`config.mk`:
```
export PLATFORM = sky130hd
export DESIGN_NAME = sobel_window_filter
export DESIGN_NICKNAME = d
export VERILOG_FILES = /design/src/rtl/sobel_pkg.sv /design/src/rtl/sobel_window_filter_abs_val.sv /design/src/rtl/sobel_window_filter.sv
export SDC_FILE = /design/constraint.sdc
export NUM_CORES = 1
export LEC_CHECK = 0
export CORE_ASPECT_RATIO = 0.7
export CORE_MARGIN = 3
export CORE_UTILIZATION = 45
export CTS_CLUSTER_SIZE = 14
export DETAILED_ROUTE_END_ITERATION = 10
export PLACE_DENSITY = 0.66
export RECOVER_POWER = 50
export SLEW_MARGIN = 20
export SYNTH_ARGS = -nofsm -noshare
export SYNTH_HDL_FRONTEND = slang
export SYNTH_SLANG_ARGS = --single-unit
```
`constraint.sdc`:
```
create_clock -name clk -period 4.02 [get_ports clk]
set_clock_uncertainty 0.1 [all_clocks]
set_input_delay 0.804 -clock clk [delete_from_list [all_inputs] [get_ports clk]]
set_output_delay 0.804 -clock clk [all_outputs]
set_load 0.05 [all_outputs]
```
`src/rtl/sobel_pkg.sv`:
```
// Shared definitions for the Sobel window filter: mode encoding, beat tag,
// pipeline latency and the saturating clamp used on the output stage.
package sobel_pkg;

    typedef enum logic [1:0] {
        MODE_PASS = 2'd0,
        MODE_GX   = 2'd1,
        MODE_GY   = 2'd2,
        MODE_MAG  = 2'd3
    } mode_e;

    localparam int LAT = 4;

    // mode and shift ride alongside the beat so every stage sees its own controls
    typedef struct packed {
        mode_e      mode;
        logic [1:0] shift;
    } tag_t;

    // Clamp an in_w-bit unsigned value into out_w bits.
    function automatic logic [31:0] saturate(input logic [31:0] val,
                                             input int unsigned in_w,
                                             input int unsigned out_w);
        logic [31:0] in_mask;
        logic [31:0] max_v;
        logic [31:0] v;
        in_mask = (in_w >= 32) ? '1 : ((32'd1 << in_w) - 32'd1);
        max_v   = (32'd1 << out_w) - 32'd1;
        v       = val & in_mask;
        return (v > max_v) ? max_v : v;
    endfunction

endpackage

```
`src/rtl/sobel_window_filter_abs_val.sv`:
```
// Absolute-value unit: signed W-bit input to unsigned (W-1)-bit magnitude.
// The most-negative input is never presented, so W-1 bits always suffice.
module abs_val #(
    parameter int W = 8
) (
    input  logic signed [W-1:0] a,
    output logic        [W-2:0] mag
);

    assign mag = a[W-1] ? (~a[W-2:0] + (W-1)'(1)) : a[W-2:0];

endmodule

```
`src/rtl/sobel_window_filter.sv`:
```
// Four-stage 3x3 Sobel operator with per-beat mode/shift, saturation and
// fixed-latency valid tracking. Output is packed {valid, pixel}.
module sobel_window_filter #(
    parameter int PIX_W    = 8,
    parameter int OPE_SIZE = 3
) (
    input  logic                                      clk,
    input  logic                                      rst,
    input  logic                                      reflesh,
    input  logic [1:0]                                mode,
    input  logic [1:0]                                shift,
    input  logic [OPE_SIZE*OPE_SIZE*(PIX_W+1)-1:0]    data_bus,
    output logic [PIX_W:0]                            out
);
    import sobel_pkg::*;

    localparam int EW  = PIX_W + 1;
    localparam int SW  = PIX_W + 2;
    localparam int DW  = PIX_W + 3;
    localparam int CTR = (OPE_SIZE * OPE_SIZE) / 2;

    if (OPE_SIZE != 3) begin : g_size_check
        $error("sobel_window_filter: OPE_SIZE must be 3");
    end

    logic [PIX_W-1:0] p [OPE_SIZE][OPE_SIZE];
    logic             valid_in;
    logic             flush;
    logic             unused_valid;

    always_comb begin
        for (int y = 0; y < OPE_SIZE; y++) begin
            for (int x = 0; x < OPE_SIZE; x++) begin
                p[y][x] = data_bus[(y*OPE_SIZE+x)*EW +: PIX_W];
            end
        end
    end

    assign valid_in = data_bus[CTR*EW + PIX_W];
    assign flush    = rst | reflesh;

    // Only the centre valid qualifies a beat; the rest are deliberately ignored.
    always_comb begin
        unused_valid = 1'b0;
        for (int i = 0; i < OPE_SIZE*OPE_SIZE; i++) begin
            if (i != CTR) unused_valid = unused_valid ^ data_bus[i*EW + PIX_W];
        end
    end

    function automatic logic [SW-1:0] wsum(input logic [PIX_W-1:0] a,
                                           input logic [PIX_W-1:0] b,
                                           input logic [PIX_W-1:0] c);
        return SW'(a) + (SW'(b) << 1) + SW'(c);
    endfunction

    // Stage registers
    logic                  s1_v, s2_v, s3_v;
    tag_t                  s1_tag, s2_tag, s3_tag;
    logic [PIX_W-1:0]      s1_c, s2_c, s3_c;
    logic [SW-1:0]         s1_gxp, s1_gxn, s1_gyp, s1_gyn;
    logic signed [DW-1:0]  s2_dx, s2_dy;
    logic [SW-1:0]         s3_ax, s3_ay;
    logic [DW-1:0]         s3_sum;

    logic [SW-1:0]         ax, ay;
    logic [DW-1:0]         sel, shifted;
    logic [PIX_W-1:0]      res;

    abs_val #(.W(DW)) u_abs_x (.a(s2_dx), .mag(ax));
    abs_val #(.W(DW)) u_abs_y (.a(s2_dy), .mag(ay));

    always_comb begin
        sel = '0;
        case (s3_tag.mode)
            MODE_PASS: sel = DW'(s3_c);
            MODE_GX:   sel = DW'(s3_ax);
            MODE_GY:   sel = DW'(s3_ay);
            MODE_MAG:  sel = s3_sum;
            default:   sel = '0;
        endcase
        shifted = (s3_tag.mode == MODE_PASS) ? sel : (sel >> s3_tag.shift);
        res     = PIX_W'(saturate(32'(shifted), DW, PIX_W));
    end

    // NOTE: flush is synchronous and clears data as well as valids, so a
    // restarted frame never sees stale tags or partial sums.
    always_ff @(posedge clk) begin
        if (flush) begin
            s1_v   <= 1'b0;  s2_v   <= 1'b0;  s3_v   <= 1'b0;
            s1_tag <= '0;    s2_tag <= '0;    s3_tag <= '0;
            s1_c   <= '0;    s2_c   <= '0;    s3_c   <= '0;
            s1_gxp <= '0;    s1_gxn <= '0;
            s1_gyp <= '0;    s1_gyn <= '0;
            s2_dx  <= '0;    s2_dy  <= '0;
            s3_ax  <= '0;    s3_ay  <= '0;    s3_sum <= '0;
            out    <= '0;
        end else begin
            s1_v   <= valid_in;
            s1_tag <= '{mode: mode_e'(mode), shift: shift};
            s1_c   <= p[1][1];
            s1_gxp <= wsum(p[0][2], p[1][2], p[2][2]);
            s1_gxn <= wsum(p[0][0], p[1][0], p[2][0]);
            s1_gyp <= wsum(p[2][0], p[2][1], p[2][2]);
            s1_gyn <= wsum(p[0][0], p[0][1], p[0][2]);

            s2_v   <= s1_v;
            s2_tag <= s1_tag;
            s2_c   <= s1_c;
            s2_dx  <= $signed({1'b0, s1_gxp}) - $signed({1'b0, s1_gxn});
            s2_dy  <= $signed({1'b0, s1_gyp}) - $signed({1'b0, s1_gyn});

            s3_v   <= s2_v;
            s3_tag <= s2_tag;
            s3_c   <= s2_c;
            s3_ax  <= ax;
            s3_ay  <= ay;
            s3_sum <= {1'b0, ax} + {1'b0, ay};

            out    <= {s3_v, s3_v ? res : {PIX_W{1'b0}}};
        end
    end

endmodule

```
### Word level (Yosys, flattened, before mapping)

Cells that the tools add are included.
Widths: inputs -> output; s select.

| word-level totals | value |
|---|---|
| register bits after elaboration | 141 |

| cells by class | value |
|---|---|
| $add $sub $neg | 13 |
| equal/unequal tests | 3 |
| reduce and logical (&&, ||, !) cells | 2 |
| bitwise operators | 4 |
| shifts and indexed selects | 1 |
| $lt $le $gt $ge | 1 |
| mux-type cells | 5 |

Operator list:

| kind | number |
|---|---|
| $pmux 11 s4 | 1 |
| $add 10x8->10 | 4 |
| $add 8x9->10 | 4 |
| $sub 10x10->11 | 2 |
| $add 10x1->10 const B | 2 |
| $mux 10 | 2 |
| $not 10->10 | 2 |
| $add 10x10->11 | 1 |
| $gt 11x8->1 const B | 1 |
| $mux 11 | 1 |
| $shr 11x2->11 | 1 |
| $mux 8 | 1 |
| $eq 2x2->1 const B | 2 |
| $eq 2x1->1 const B | 1 |
| $logic_not 2->1 | 1 |
| $reduce_or 2->1 | 1 |
| $not 1->1 | 1 |
| $or 1x1->1 | 1 |

### Depth between registers and ports, before layout

Gate-level depths: netlist of the first run.

| depth | value |
|---|---|
| word-level depth | 6 |
| gate-level depth with buffers | 13 |

### Cells and area by module

A second synthesis of the first run with hierarchy kept.

| second synthesis, totals | value |
|---|---|
| cell total of the unflattened synthesis | 769 |
| area total of the unflattened synthesis | 7,589.8 sq um |

Modules (own cells, without submodules):

| module | area each (sq um) | instances | cells each | seq. area each (sq um) |
|---|---|---|---|---|
| sobel_window_filter | 7,186.9 | 1 | 717 | 2,822.7 |
| abs_val | 201.4 | 2 | 26 | 0.0 |

### Worst setup path after synthesis of the first run

OpenSTA, ideal clock, no wires.

| path | value |
|---|---|
| kind | input to register |
| start point | input port data_bus[1] |
| end point | register s1_gyn[9] |
| cell stages on the path | 10 |
| arrival time | 2.626 ns |
| path buffers | 0 |
| slack | 1.224 ns |
| data required time | 3.849 ns |
| cell sequence | fa_1 ha_1 inv_1 fa_1 nor2b_1 o21a_1 o21ai_0 a21oi_1 o21ai_0 a21oi_1 |

| between the ends | value |
|---|---|
| cells in the longest elaborated chain, start to end | 2 |

Ends and longest elaborated chain:

| item | RTL line | text |
|---|---|---|
| start, declared | sobel_window_filter.sv:12 | `input logic [OPE_SIZE*OPE_SIZE*(PIX_W+1)-1:0] data_bus,` |
| $add 8x9->10 | sobel_window_filter.sv:53 | `return SW'(a) + (SW'(b) << 1) + SW'(c);` |
| $add 10x8->10 | sobel_window_filter.sv:53 |  |
| end signal, assigned | sobel_window_filter.sv:104 | `s1_gyn <= wsum(p[0][0], p[0][1], p[0][2]);` |
| end, declared | sobel_window_filter.sv:60 | `logic [SW-1:0] s1_gxp, s1_gxn, s1_gyp, s1_gyn;` |

No other way between the ends.
A chain may end at the register's enable or synchronous reset.

### Worst setup path after layout of the first run

| path | value |
|---|---|
| start point | input port data_bus[19] |
| end point | register s1_gxp[7] |

| between the ends | value |
|---|---|
| cells in the longest elaborated chain, start to end | 2 |

Ends and longest elaborated chain:

| item | RTL line | text |
|---|---|---|
| $add 8x9->10 | sobel_window_filter.sv:53 |  |
| $add 10x8->10 | sobel_window_filter.sv:53 |  |
| end signal, assigned | sobel_window_filter.sv:101 | `s1_gxp <= wsum(p[0][2], p[1][2], p[2][2]);` |
| end, declared | sobel_window_filter.sv:60 |  |

No other way between the ends.

==> results.py, run 1 <==
metrics = {
    "outcome": {
        "outcome": "finished with violations",
        "failed_checks": "max-capacitance violations, max-slew violations",
    },
    "drt": {
        "avgViaCountPerCell": 5.119,
        "wl_per_cell_um": 14.82,
        "drt_iter0_drc": 285,
        "vias": 5590,
        "drc": 0,
        "dr.pass1.iters": 5,
        "drt-total-wl_um": 16190,
        "final_antenna_net_count": 0,
    },
    "critical_path": {
        "crit_arrival_ns": 3.62,
        "crit_chain": "dlygate4sd3_1 -> fa_1 -> ha_1 -> inv_1 -> fa_1 -> nor2b_1 -> o21a_1 -> o21ai_0 -> nand2b_1 -> a211oi_1 -> nor3_1",
        "critical_path_required_ns": 4.14,
        "slowest_delay_ns": 0.59,
        "end_kind": "flip-flop",
        "crit_top_cell": "fa_1",
        "r2r_cells": 11,
        "worstReg2RegStart": "s2_dx[0]",
        "critPathMaxFanout": 3,
        "worstSetupPathType": "in -> reg",
        "slowest_stage": "dlygate4sd3_1",
        "regToRegSetupSlack_ns": 1.14,
        "r2r_end": "s3_sum[7]",
        "setup.worst_path.start_class": "input port",
    },
    "cts": {
        "clk_latency_ns": 0.41,
        "cts_tree": "built",
        "cts_made_buffers": 17,
        "clk_pin_slew_ns": 0.06,
        "cts-hold-fix-buffers": 0,
        "cts_max_level": 4,
        "clock-sinks": 141,
        "cts_root_buffer": "clkbuf_16",
        "cts_setup_buffers": 0,
        "postCtsResizedCells": 0,
        "cts_buffer_depth": 2,
    },
    "timing": {
        "fin_ws_ns": 0.5188,
        "setup_tns_ns": 0,
        "setup_viol_count_final": 0,
        "worst_pin_slew_ns": 1.685,
        "maxSlewHeadroom": -0.1233,
        "hold_viol_final": 0,
        "fin_crit_ns": 3.501,
        "rsz0062_at_grt": "no",
        "max_freq_ghz": 0.2856,
        "min_period_over_period": 0.8709,
        "holdWs_ns": 0.3248,
        "final-max-slew-violation-count": 48,
    },
    "pwr": {
        "internal_power_mw": 3.056,
        "switching_power_mw": 1.279,
        "p_clk_frac": 0.361,
        "power_density_nw_per_um2": 470.4,
        "pwr-share-seq": 0.364,
        "vdd_ir_drop_max_v": 0.0002467,
        "pwr-share-comb": 0.275,
        "netSwitchingFraction": 0.2951,
        "total_power_mw": 4.336,
        "p_leak_nw": 3.698,
    },
    "yosys": {
        "ys_top_cells_by_area": "dfxtp_1 37%, ha_1 11%, fa_1 9.3%, and2_1 5.6%, nor2_1 3.4%",
        "syn-instance-count": 771,
        "syn_area_um2": 7537,
        "synth_most_common_cell": "dfxtp_1",
        "ys_warn_count": 0,
        "ys_async_sr_fraction": 0,
        "yosysTopAreaCellShare": 0.3745,
        "synthXorXnorAreaFrac": 0.04299,
        "synth-main-ff-cell": "dfxtp_1",
        "synth_mux_area_frac": 0.04963,
        "yosys.area_share.simple": 0.1738,
        "synth_top_family_by_area": "adder cells",
        "ys_ff_latch": 141,
        "avgSynthCellArea_um2": 9.776,
        "synth_nets": 962,
        "synth_area_leader_cell": "dfxtp_1",
        "yosysSeqAreaShare": 0.3745,
        "ys_types": 47,
        "synth_compound_area_frac": 0.1130,
        "synthAdderAreaFrac": 0.2058,
        "synth-edff-count": 0,
        "synthTopCellsByCount": "141 x dfxtp_1, 69 x nor2_1, 68 x ha_1",
    },
    "cells_and_area": {
        "fin_area_um2": 9216,
        "final_nets": 1051,
        "area_delta_synth_final_pct": 22.28,
        "drive_above_1_share": 0.05619,
        "final_cell_count_no_fill": 1092,
        "diodes": 0,
        "utilization": 0.5786,
    },
    "global_routing": {
        "gr-total-overflow": 0,
        "grt_pass1_wl_um": 27210,
        "grt_pass1_vias": 5703,
        "grt_max_degree": 48,
        "grtUsageTotal": 0.1839,
        "antenna_found_initial": 0,
    },
    "placement": {
        "place_congestion": 0.8545,
        "dpl.hpwl_um": 13080,
        "post-place-cells": 1061,
        "io_buffers": 88,
        "dpl_worst_slack_ns": 0.2620,
        "dpl-instance-area_um2": 8623,
    },
    "floorplanning": {
        "coreArea_um2": 15930,
        "start_util": 0.4732,
        "die-area_um2": 18360,
        "rows": 38,
        "io_pins": 97,
        "fp.dieH_um": 114.3,
        "fp.dieW_um": 160.7,
    },
    "hold_path": {
        "hp-class": "reg -> reg",
        "holdCritStartpoint": "s1_c[5]",
        "holdPathStages": 1,
        "min_to": "s2_c[5]",
    },
    "run": {
        "maxCapViolCount": 1,
    },
}
-- worst max path at each step --
stage,start,end,slack (ns),depth (start not counted)
CTS,data_bus[19],s1_gxp[7],0.70,11
finish,data_bus[19],s1_gxp[7],0.52,11
global route,data_bus[19],s1_gxp[9],0.36,11
global placement,data_bus[2],s1_gxn[8],0.37,9
floorplan,data_bus[1],s1_gyn[9],1.22,10
detailed placement,data_bus[19],s1_gxp[7],0.26,11
-- critical path: cells and delay by family --
family / cells / cell delay, ns
adders and majority gates: 3 / 0.93
buffers and inverters: 2 / 0.66
AOI/OAI and AO/OA: 3 / 0.96
and+or+nand+nor: 3 / 0.26
-- sequential cells by signal, summed over array words and instances, names as in the netlist, 8 cells and up --
signal,cells
out,9
s1_gxp,10
s3_sum,11
s3_ax,10
s1_c,8
s1_gyp,10
s3_ay,10
s2_c,8
s2_dx,11
s3_c,8
s2_dy,11
s1_gxn,10
s1_gyn,10
-- power groups by stage --
stage	clock [mW]	sequential (mW)	combinational, mW
detailed placement	0	1.61	1.18
floorplan	0	1.58	0.860
CTS	1.59	1.58	1.19
global placement	0	1.60	1.14
finish	1.57	1.58	1.19
global route	1.66	1.59	1.35
-- layout make-up --
class,count,area [um2]
clock inverter,12,163.9
tap,220,275.3
timing repair buffer,93,914.6
fill,1377,6711
clock buffer,19,432.9
multi-input combinational,557,4419
inverter,50,187.7
sequential,141,2823
-- layer usage --
layer / vias to the layer above / global-route usage / part of all wire
met5: - / 0 / 0
met4: 0 / 0.05607 / 0.011
met1: 2627 / 0.2632 / 0.52
li1: 2809 / - / -
met3: 18 / 0.03832 / 0.050
met2: 136 / 0.2810 / 0.42
-- cell families (layout without fill, tap and decap cells) --
kind of cell             Yosys count  after routing
flip-flops                       141            141
adder cells (fa/ha/maj)          103            103
buffers and inverters             73            174
multiplexers                      28             28
AO/OA/AOI/OAI                    131            131
XOR/XNOR                          37             37
AND/OR/NAND/NOR                  258            258
-- cell usage in the layout, fill, tap and decap left out, types with 3 or more instances in the layout --
cell             count
a211oi_1            14
a21o_1               8
a21oi_1             22
a31oi_1              3
and2_0              21
and2_1              46
buf_4                4
bufinv_16            3
clkbuf_1             3
clkbuf_16           17
clkdlybuf4s50_1     85
clkinv_4             3
clkinvlp_4           4
dfxtp_1            141
dlygate4sd3_1        3
fa_1                35
ha_1                68
inv_1               49
mux2_2               9
mux2i_1             13
mux4_2               4
nand2_1             39
nand2b_1             9
nand3_1              3
nor2_1              68
nor2b_1             17
nor3_1              34
nor3b_1              4
o21a_1              17
o21ai_0             39
o31a_1               6
o31ai_1              5
o41ai_1              4
or3_1                5
or4_1                6
xnor2_1             18
xor2_1              19
Note: power is estimated with default switching activity, not from simulation.
==> run 2: changes to the inputs <==
Settings changed: CTS_BUF_LIST set to sky130_fd_sc_hd__clkbuf_4 sky130_fd_sc_hd__clkbuf_8.
==> run 2 against run 1 <==
Effect of this change: the flow still finishes with violations (max-capacitance violations, max-slew violations); via count down 0.11%; routed wire length about the same; first-iteration DRC count up 19%; critical path depth unchanged; cell area down 2.0%; global-route usage down 0.070 points; fmax up 0.60%; clock-buffer cell count unchanged; non-clock buffer count unchanged; register-to-register slack about the same; critical path type unchanged; critical endpoint unchanged; largest cell class unchanged; largest power group unchanged; highest routed layer unchanged.
==> results.py, run 2 (same netlist as run 1, synthesis figures left out) <==
metrics = {
    "cells_and_area": {
        "reg.largest.list": "s2_dx: 11 flops, s2_dy: 11 flops, s3_sum: 11 flops",
        "drive_above_1_share": 0.05849,
        "final_common_cell": "dfxtp_1",
        "n_fill_cell": 1409,
        "final_nets": 1051,
        "area_delta_synth_final_pct": 19.84,
        "final_cell_count_no_fill": 1092,
        "diodes": 0,
        "final_cell_mix": "141 x dfxtp_1, 85 x clkdlybuf4s50_1, 68 x nor2_1, 68 x ha_1, 49 x inv_1",
        "fin_area_um2": 9032,
    },
    "global_routing": {
        "met1_usage": 0.2632,
        "top_usage_layer": "met2",
        "grt_pass1_wl_um": 27050,
        "grt_pass1_vias": 5674,
        "grt_use_met2": 0.2827,
        "grtUsageTotal": 0.1832,
        "antenna_found_initial": 0,
        "grt_max_degree": 48,
        "grt_use_met3": 0.03724,
        "gr-total-overflow": 0,
    },
    "floorplanning": {
        "rows": 38,
        "fp.dieH_um": 114.3,
        "coreArea_um2": 15930,
        "io_pins": 97,
        "die-area_um2": 18360,
        "start_util": 0.4732,
        "fp.dieW_um": 160.7,
    },
    "pwr": {
        "power_density_nw_per_um2": 435.5,
        "p_leak_nw": 3.617,
        "internal_power_mw": 2.706,
        "switching_power_mw": 1.228,
        "netSwitchingFraction": 0.3121,
        "pwr-share-seq": 0.400,
        "pwr-share-comb": 0.303,
        "vdd_ir_drop_max_v": 0.0001966,
        "p_clk_frac": 0.297,
    },
    "cts": {
        "clk_latency_ns": 0.43,
        "postCtsResizedCells": 0,
        "clk_pin_slew_ns": 0.08,
        "cts_max_level": 4,
        "cts_root_buffer": "clkbuf_8",
        "clock-sinks": 141,
        "cts-hold-fix-buffers": 0,
        "cts_buffer_depth": 2,
        "cts_setup_buffers": 0,
        "cts_tree": "built",
        "cts_made_buffers": 17,
    },
    "placement": {
        "post-place-cells": 1061,
        "place_congestion": 0.8545,
        "dpl.hpwl_um": 13080,
        "io_buffers": 88,
        "dpl-instance-area_um2": 8623,
    },
    "critical_path": {
        "end_kind": "flip-flop",
        "worstReg2RegStart": "s2_dx[0]",
        "crit_family": "compound AO/OA/AOI/OAI gates",
        "setup.worst_path.start_class": "input port",
        "critical_path_required_ns": 4.17,
        "slowest_delay_ns": 0.59,
        "worstSetupPathType": "in -> reg",
        "critPathMaxFanout": 3,
        "slowest_stage": "dlygate4sd3_1",
        "crit_top_cell": "fa_1",
        "r2r_cells": 11,
        "crit_chain": "dlygate4sd3_1 -> fa_1 -> ha_1 -> inv_1 -> fa_1 -> nor2b_1 -> o21a_1 -> o21ai_0 -> nand2b_1 -> a211oi_1 -> nor3_1",
        "regToRegSetupSlack_ns": 1.13,
        "r2r_end": "s3_sum[8]",
        "crit_arrival_ns": 3.63,
        "crit_buf_inv": 2,
    },
    "drt": {
        "drc": 0,
        "wl_per_cell_um": 14.83,
        "avgViaCountPerCell": 5.114,
        "vias": 5584,
        "drt-total-wl_um": 16190,
        "final_antenna_net_count": 0,
        "drt_iter0_drc": 339,
        "dr.pass1.iters": 5,
    },
    "timing": {
        "setup_tns_ns": 0,
        "setup_viol_count_final": 0,
        "final-max-slew-violation-count": 48,
        "min_period_over_period": 0.8657,
        "fin_crit_ns": 3.480,
        "max_freq_ghz": 0.2873,
        "hold_viol_final": 0,
        "holdWs_ns": 0.3257,
        "rsz0062_at_grt": "no",
        "worst_pin_slew_ns": 1.667,
        "maxSlewHeadroom": -0.1115,
    },
    "hold_path": {
        "holdPathStages": 1,
        "min_to": "s3_c[4]",
        "hp-class": "reg -> reg",
        "holdCritStartpoint": "s2_c[4]",
    },
    "outcome": {
        "outcome": "finished with violations",
        "failed_checks": "max-capacitance violations, max-slew violations",
    },
    "run": {
        "maxCapViolCount": 1,
    },
}
-- run 2: worst max-delay path by stage --
stage / start / endpoint / slack, ns / cells after the start
2_1_floorplan: data_bus[1] / s1_gyn[9] / 1.22 / 10
3_3_place_gp: data_bus[2] / s1_gxn[8] / 0.37 / 9
3_5_place_dp: data_bus[19] / s1_gxp[7] / 0.26 / 11
4_1_cts: data_bus[19] / s1_gxp[7] / 0.73 / 11
5_1_grt: data_bus[19] / s1_gxp[9] / 0.41 / 11
6_report: data_bus[19] / s1_gxp[7] / 0.54 / 11
-- run 2: metrics by stage --
stage	power, mW	setup WS, ns	util
final	3.934	0.5397	0.5671
after global routing	4.195	0.4094	0.5671
after CTS	3.952	0.7333	0.5673
after detailed placement	2.783	0.2620	0.5414
after global placement	2.743	0.3726	0.5414
after floorplan	2.442	1.224	-
-- run 2: routing by layer --
layer / wire length [um] / up-vias
met5: 0 / -
met4: 138 / 0
met3: 745 / 11
met2: 6913 / 124
met1: 8394 / 2641
li1: - / 2808
-- run 2: area by class of cell --
cell class	count	area, um2	area share
multi-input cells	557	4419	0.4893
flip-flops and latches	141	2823	0.3125
well taps	220	275.3	0.03048
inverters	50	187.7	0.02078
clock inverters	12	163.9	0.01815
repair buffers	93	914.6	0.1013
clock buffers	19	249.0	0.02757
-- run 2: power groups by stage --
| stage | clock network (mW) | logic (mW) | registers [mW] |
|---|---|---|---|
| 6_report | 1.17 | 1.19 | 1.57 |
| 5_1_grt | 1.26 | 1.35 | 1.59 |
| 4_1_cts | 1.19 | 1.19 | 1.57 |
| 3_5_place_dp | 0 | 1.18 | 1.61 |
| 3_3_place_gp | 0 | 1.14 | 1.60 |
| 2_1_floorplan | 0 | 0.860 | 1.58 |
